`src/rtl/uart_tx_param.sv`:
```
// rtl/uart_tx_param.sv - parametrised UART transmitter with integrated FIFO; optional parity via UART_TX_PARITY_EN
module uart_tx_param #(
    parameter int CLK_HZ     = 20000000,
    parameter int BAUD       = 115200,
    parameter int DATA_BITS  = 8,
    parameter int STOP_BITS  = 1,
    parameter int FIFO_DEPTH = 16,
    parameter int PARITY_ODD = 0
) (
    input  logic                          i_clk_20mhz,
    input  logic                          i_rst_20mhz,
    output logic                          eo_uart_tx,
    input  logic [7:0]                    i_tx_data,
    input  logic                          i_tx_valid,
    output logic                          o_tx_ready,
    output logic                          o_tx_busy,
    output logic [$clog2(FIFO_DEPTH):0]   o_fifo_count
);

    localparam int DIV   = CLK_HZ / BAUD;
    localparam int CNT_W = $clog2(DIV);
    localparam int PTR_W = $clog2(FIFO_DEPTH);
    localparam int FCW   = PTR_W + 1;

    localparam logic [CNT_W-1:0] DIV_LAST   = CNT_W'(DIV - 1);
    localparam logic [2:0]       LAST_DATA  = 3'(DATA_BITS - 1);
    localparam logic [2:0]       LAST_STOP  = 3'(STOP_BITS - 1);
    localparam logic [FCW-1:0]   FULL_COUNT = FCW'(FIFO_DEPTH);

    typedef enum logic [2:0] {
        S_IDLE,
        S_START,
        S_DATA,
        S_PARITY,
        S_STOP
    } state_t;

    // FIFO storage and bookkeeping
    logic [DATA_BITS-1:0] r_mem [FIFO_DEPTH];
    logic [PTR_W-1:0]     r_wr_ptr;
    logic [PTR_W-1:0]     r_rd_ptr;
    logic [FCW-1:0]       r_count;

    // Serialiser state
    state_t               r_state;
    logic [CNT_W-1:0]     r_baud_cnt;
    logic [2:0]           r_bit_idx;
    logic [DATA_BITS-1:0] r_shift;
    logic                 r_line;
`ifdef UART_TX_PARITY_EN
    logic                 r_parity;
`endif

    logic                 w_push;
    logic                 w_pop;
    logic                 w_fifo_nempty;
    logic                 w_bit_end;
    logic                 w_stop_end;
    logic [DATA_BITS-1:0] w_head;
    logic                 w_unused_cfg;

    assign w_fifo_nempty = (r_count != '0);
    assign o_tx_ready    = (r_count != FULL_COUNT);
    assign w_push        = i_tx_valid && o_tx_ready;
    assign w_bit_end     = (r_baud_cnt == DIV_LAST);
    assign w_stop_end    = (r_state == S_STOP) && w_bit_end && (r_bit_idx == LAST_STOP);
    // Pop either to leave IDLE or to chain the next frame straight out of STOP
    assign w_pop         = w_fifo_nempty && ((r_state == S_IDLE) || w_stop_end);
    assign w_head        = r_mem[r_rd_ptr];

    assign eo_uart_tx    = r_line;
    assign o_fifo_count  = r_count;
    assign o_tx_busy     = (r_state != S_IDLE) || w_fifo_nempty;

    // Upper data bits and, without parity, PARITY_ODD have no effect
    assign w_unused_cfg  = (^i_tx_data) ^ (PARITY_ODD != 0);

    // FIFO data array: written on every accepted push, never reset
    always_ff @(posedge i_clk_20mhz) begin
        if (w_push) begin
            r_mem[r_wr_ptr] <= i_tx_data[DATA_BITS-1:0];
        end
    end

    // FIFO pointers and occupancy; pointers wrap naturally at the power-of-two depth
    always_ff @(posedge i_clk_20mhz) begin
        if (i_rst_20mhz) begin
            r_wr_ptr <= '0;
            r_rd_ptr <= '0;
            r_count  <= '0;
        end else begin
            if (w_push) begin
                r_wr_ptr <= r_wr_ptr + 1'b1;
            end
            if (w_pop) begin
                r_rd_ptr <= r_rd_ptr + 1'b1;
            end
            case ({w_push, w_pop})
                2'b10:   r_count <= r_count + 1'b1;
                2'b01:   r_count <= r_count - 1'b1;
                default: r_count <= r_count;
            endcase
        end
    end

    // Frame FSM: the line register is loaded together with each state change
    always_ff @(posedge i_clk_20mhz) begin
        if (i_rst_20mhz) begin
            r_state    <= S_IDLE;
            r_baud_cnt <= '0;
            r_bit_idx  <= '0;
            r_shift    <= '0;
            r_line     <= 1'b1;
`ifdef UART_TX_PARITY_EN
            r_parity   <= 1'b0;
`endif
        end else begin
            if (w_pop) begin
                r_shift  <= w_head;
`ifdef UART_TX_PARITY_EN
                r_parity <= (^w_head) ^ (PARITY_ODD != 0);
`endif
            end

            if (r_state == S_IDLE) begin
                r_baud_cnt <= '0;
            end else if (w_bit_end) begin
                r_baud_cnt <= '0;
            end else begin
                r_baud_cnt <= r_baud_cnt + 1'b1;
            end

            case (r_state)
                S_IDLE: begin
                    r_line <= 1'b1;
                    if (w_pop) begin
                        r_state <= S_START;
                        r_line  <= 1'b0;
                    end
                end
                S_START: begin
                    if (w_bit_end) begin
                        r_state   <= S_DATA;
                        r_bit_idx <= '0;
                        r_line    <= r_shift[0];
                    end
                end
                S_DATA: begin
                    if (w_bit_end) begin
                        if (r_bit_idx == LAST_DATA) begin
`ifdef UART_TX_PARITY_EN
                            r_state <= S_PARITY;
                            r_line  <= r_parity;
`else
                            r_state   <= S_STOP;
                            r_bit_idx <= '0;
                            r_line    <= 1'b1;
`endif
                        end else begin
                            r_bit_idx <= r_bit_idx + 3'd1;
                            r_shift   <= {1'b0, r_shift[DATA_BITS-1:1]};
                            r_line    <= r_shift[1];
                        end
                    end
                end
`ifdef UART_TX_PARITY_EN
                S_PARITY: begin
                    if (w_bit_end) begin
                        r_state   <= S_STOP;
                        r_bit_idx <= '0;
                        r_line    <= 1'b1;
                    end
                end
`endif
                S_STOP: begin
                    if (w_bit_end) begin
                        if (r_bit_idx == LAST_STOP) begin
                            if (w_pop) begin
                                r_state <= S_START;
                                r_line  <= 1'b0;
                            end else begin
                                r_state <= S_IDLE;
                                r_line  <= 1'b1;
                            end
                        end else begin
                            r_bit_idx <= r_bit_idx + 3'd1;
                        end
                    end
                end
                default: begin
                    r_state <= S_IDLE;
                    r_line  <= 1'b1;
                end
            endcase
        end
    end

endmodule

```
`config.mk`:
```
export PLATFORM = sky130hd
export DESIGN_NAME = uart_tx_param
export DESIGN_NICKNAME = d
export VERILOG_FILES = /design/src/rtl/uart_tx_param.sv
export SDC_FILE = /design/constraint.sdc
export NUM_CORES = 1
export LEC_CHECK = 0
export CORE_MARGIN = 4
export CORE_UTILIZATION = 25
export DETAILED_ROUTE_END_ITERATION = 6
export SLEW_MARGIN = 20
export SYNTH_ARGS = -nofsm -noshare
export SYNTH_HDL_FRONTEND = slang
export SYNTH_SLANG_ARGS = --single-unit
export TNS_END_PERCENT = 30
```
`constraint.sdc`:
```
create_clock -name i_clk_20mhz -period 7.15 [get_ports i_clk_20mhz]
set_input_delay 1.43 -clock i_clk_20mhz [delete_from_list [all_inputs] [get_ports i_clk_20mhz]]
set_output_delay 1.43 -clock i_clk_20mhz [all_outputs]
set_load 0.1 [all_outputs]
```
==> results_dict.tcl <==
set metrics [dict create \
    synth_seq_area_share 0.661 \
    slew_headroom 0.341 \
    async_flop_share 0 \
    antenna_found_initial 0 \
    post_synth_num_cell_types 51 \
    synth_nets 490 \
    wl_um 13900 \
    port_buffers 18 \
    setup_violations 0 \
    end_kind "flip-flop" \
    drive_gt1_frac 0.167 \
    cp.required_ps 7460 \
    critPathSlowestCell "a21boi_1" \
    status "completed" \
    tritoncts "yes" \
    synth.mux.area_fraction 0.120 \
    die_area_sq_um 30800 \
    holdPathEnd "r_bit_idx[2]$_SDFFE_PP0P_" \
    slew_viol_final 0 \
    fp.dieW_um 176 \
    pwr_density_cell_nw_per_um2 351 \
    worstPathArrival_ps 4380 \
    coreArea_sq_um 27800 \
    grt_usage 0.0936 \
    yosysWarnings 0 \
    path_cells "clkdlybuf4s50_1 > a21boi_1 > inv_1 > ha_1 > xor2_1 > ha_1 > a211o_1 > nand2_1 > nand3b_1 > a31oi_1 > mux2_2" \
    period_share 0.569 \
    synth_compound_area_frac 0.0531 \
    num_rows 61 \
    start_util 0.253 \
    hold_viol 0 \
    root_buffer "clkbuf_16" \
    max_slew.worst_pin.slew_ps 985 \
    ys_seq_elements 168 \
    die_y_um 176 \
    min-delay-start "r_bit_idx[2]$_SDFFE_PP0P_" \
    vias 3810 \
    synth_xor_area_frac 0.0175 \
    cts_resized 0 \
    synth_cells 465 \
    peakVddDrop_uv 168 \
    holdPathStages 2 \
    critical_path.top_delay_family "compound AO/OA/AOI/OAI gates" \
    cp_common_cell "ha_1" \
    tns_ps 0 \
    critPathBufInv 2 \
    max_freq_mhz 246 \
    wire_per_inst_um 15.9 \
    clockBufferDepth 2 \
    r2r_start "r_baud_cnt[0]$_SDFF_PP0_" \
    r2r_slack_ps 3610 \
    power.leakage_nw 2.58 \
    synth_edf_count 128 \
    grt_overflow 0 \
    fin_crit_ps 4070 \
    yosys.area_share.simple 0.102 \
    synth-adder-area-share 0.0249 \
    drt-initial-drc-count 264 \
    first_pass_iters 4 \
    clock_latency_ps 430 \
    grt_pass1_wl_um 22100 \
    drcViolationCount 0 \
    place.gp.congestion 0.777 \
    rsz0062_at_grt "false" \
    cts_buffers 17 \
    vias_per_cell 4.35 \
    fillers 2817 \
    nets 510 \
    clock_tree.htree_level_count 4 \
    cap_viol_max_count 0 \
    boundaryPins 19 \
    synth_top_family_by_area "multiplexers" \
    finalClockSkew_ps 11.2 \
    worstRegToRegCells 14 \
    min_path_type "reg -> reg" \
    ys.flop_type "edfxtp_1" \
    hold_buffers 0 \
    cts.sinks 168 \
    dp_slack_ps 2660 \
    syn_avg_cell_area_sq_um 15.1 \
    postCtsSetupRepairBufs 0 \
    start_kind "input port" \
    setup_slack_ps 3080 \
    crit_fanout 10 \
    antenna_left 0 \
    first_global_vias 3914 \
    antenna_cells 0 \
    slowest_delay_ps 660 \
    rr_endpoint "o_fifo_count[4]$_SDFFE_PP0P_" \
    critPathKind "in -> reg" \
    grt_max_degree 33 \
    hpwl_um 8780 \
    area_growth_pct 16.8 \
    path_clk_slew_ps 70 \
    netlist_area_sq_um 7020 \
]
## layer usage
metal  vias to the layer above  wire length, um  global-route usage
met5                         -                0                   0
met4                         0              114              0.0208
met3                         9              534              0.0288
met2                        70             6490               0.146
met1                      1910             6790               0.129
li1                       1821                -                   -
## cell usage in the layout, fill, tap and decap left out, types with 3 or more instances in the layout
| master | count |
|---|---|
| a21boi_0 | 5 |
| nand2b_1 | 8 |
| ha_1 | 14 |
| buf_4 | 8 |
| inv_6 | 3 |
| nand2_1 | 15 |
| mux2i_1 | 21 |
| a22oi_1 | 6 |
| clkbuf_16 | 17 |
| o21ai_0 | 8 |
| nand3b_1 | 3 |
| nand3_1 | 12 |
| mux4_2 | 27 |
| dfxtp_1 | 39 |
| clkinvlp_4 | 3 |
| nor2b_1 | 6 |
| nor3b_1 | 4 |
| nor4_2 | 5 |
| o211ai_1 | 5 |
| xor2_1 | 10 |
| xnor2_1 | 4 |
| and3_1 | 7 |
| nor3_1 | 16 |
| or3_1 | 3 |
| nor2_1 | 42 |
| a21oi_1 | 12 |
| edfxtp_1 | 128 |
| clkdlybuf4s50_1 | 18 |
| inv_8 | 6 |
| inv_1 | 10 |
## per-stage QoR
stage / util / cell area [sq um] / power [W] / instances / hold slack, ps
floorplan: - / 7020 / 0.00183 / 465 / 437
global placement: 0.275 / 7630 / 0.00201 / 844 / 461
detailed placement: 0.275 / 7630 / 0.00202 / 844 / 463
CTS: 0.295 / 8200 / 0.00290 / 876 / 475
global route: 0.295 / 8200 / 0.00303 / 876 / 510
finish: 0.295 / 8200 / 0.00288 / 876 / 473
## area by class of cell
cell class | instances | area (sq um) | share of cell area
multi-input combinational | 261 | 2220 | 0.271
timing repair buffer | 26 | 240 | 0.0293
tap | 378 | 473 | 0.0577
sequential | 168 | 4650 | 0.566
clock buffer | 17 | 425 | 0.0519
inverter | 11 | 42.5 | 0.00519
clock inverter | 15 | 150 | 0.0183
## power breakdown
group | leakage (nW) | internal (W) | switching (W)
sequential | 1.48 | 0.00112 | 0.0000557
combinational | 0.822 | 0.000308 | 0.000500
clock | 0.275 | 0.000465 | 0.000424
total | 2.58 | 0.00190 | 0.000980
## worst max path at each step
stage / from / end / slack [ps] / cells past startpoint
final: i_tx_valid / o_fifo_count[4]$_SDFFE_PP0P_ / 3080 / 11
after global routing: i_tx_valid / o_fifo_count[4]$_SDFFE_PP0P_ / 2840 / 11
after CTS: i_tx_valid / o_fifo_count[4]$_SDFFE_PP0P_ / 3090 / 11
after detailed placement: i_tx_valid / o_fifo_count[4]$_SDFFE_PP0P_ / 2660 / 11
after global placement: i_tx_valid / o_fifo_count[4]$_SDFFE_PP0P_ / 2690 / 11
after floorplan: o_fifo_count[1]$_SDFFE_PP0P_ / o_fifo_count[4]$_SDFFE_PP0P_ / 3110 / 15
## flip-flops by register name, summed over array words and instances (netlist names), named ones only
signal / flops
r_baud_cnt: 8
r_shift: 8
eo_uart_tx: 1
r_bit_idx: 3
r_state: 3
o_fifo_count: 5
r_rd_ptr: 4
r_mem: 128
r_wr_ptr: 4
## synth_stat cells, drive strengths merged (3+ instances only)
library cell | number | area, sq um
nor3 | 16 | 80.1
a21boi | 6 | 45.1
mux2i | 21 | 210
or3 | 3 | 18.8
nand2 | 15 | 56.3
a22oi | 6 | 45.0
buf | 12 | 63.8
o21ai | 8 | 40.0
nand2b | 8 | 50.1
a21oi | 12 | 60.1
nor2 | 42 | 158
xor2 | 10 | 87.6
ha | 14 | 175
nor3b | 4 | 30.0
dfxtp | 40 | 801
mux4 | 27 | 608
clkbuf | 13 | 48.8
nor4 | 6 | 68.8
xnor2 | 4 | 35.0
nor2b | 6 | 37.5
nand3b | 3 | 22.5
inv | 10 | 37.5
edfxtp | 128 | 3840
and3 | 8 | 55.1
o211ai | 6 | 50.1
nand3 | 13 | 77.6
## worst min-delay path: stages, from the launching register on
cell     delay, ps
dfxtp_1        320
nand2_1         60
a21oi_1         50
## kinds of logic (layout without fill, tap and decap cells)
group                      count (synthesis)  after routing
muxes                                     50             50
adders and majority gates                 14             14
DFF                                      168            168
buffers and inverters                     36             69
xor gates and xnor gates                  14             14
and+or+nand+nor                          131            131
AOI/OAI and AO/OA                         52             52
Power figures use the tool's default switching activity.
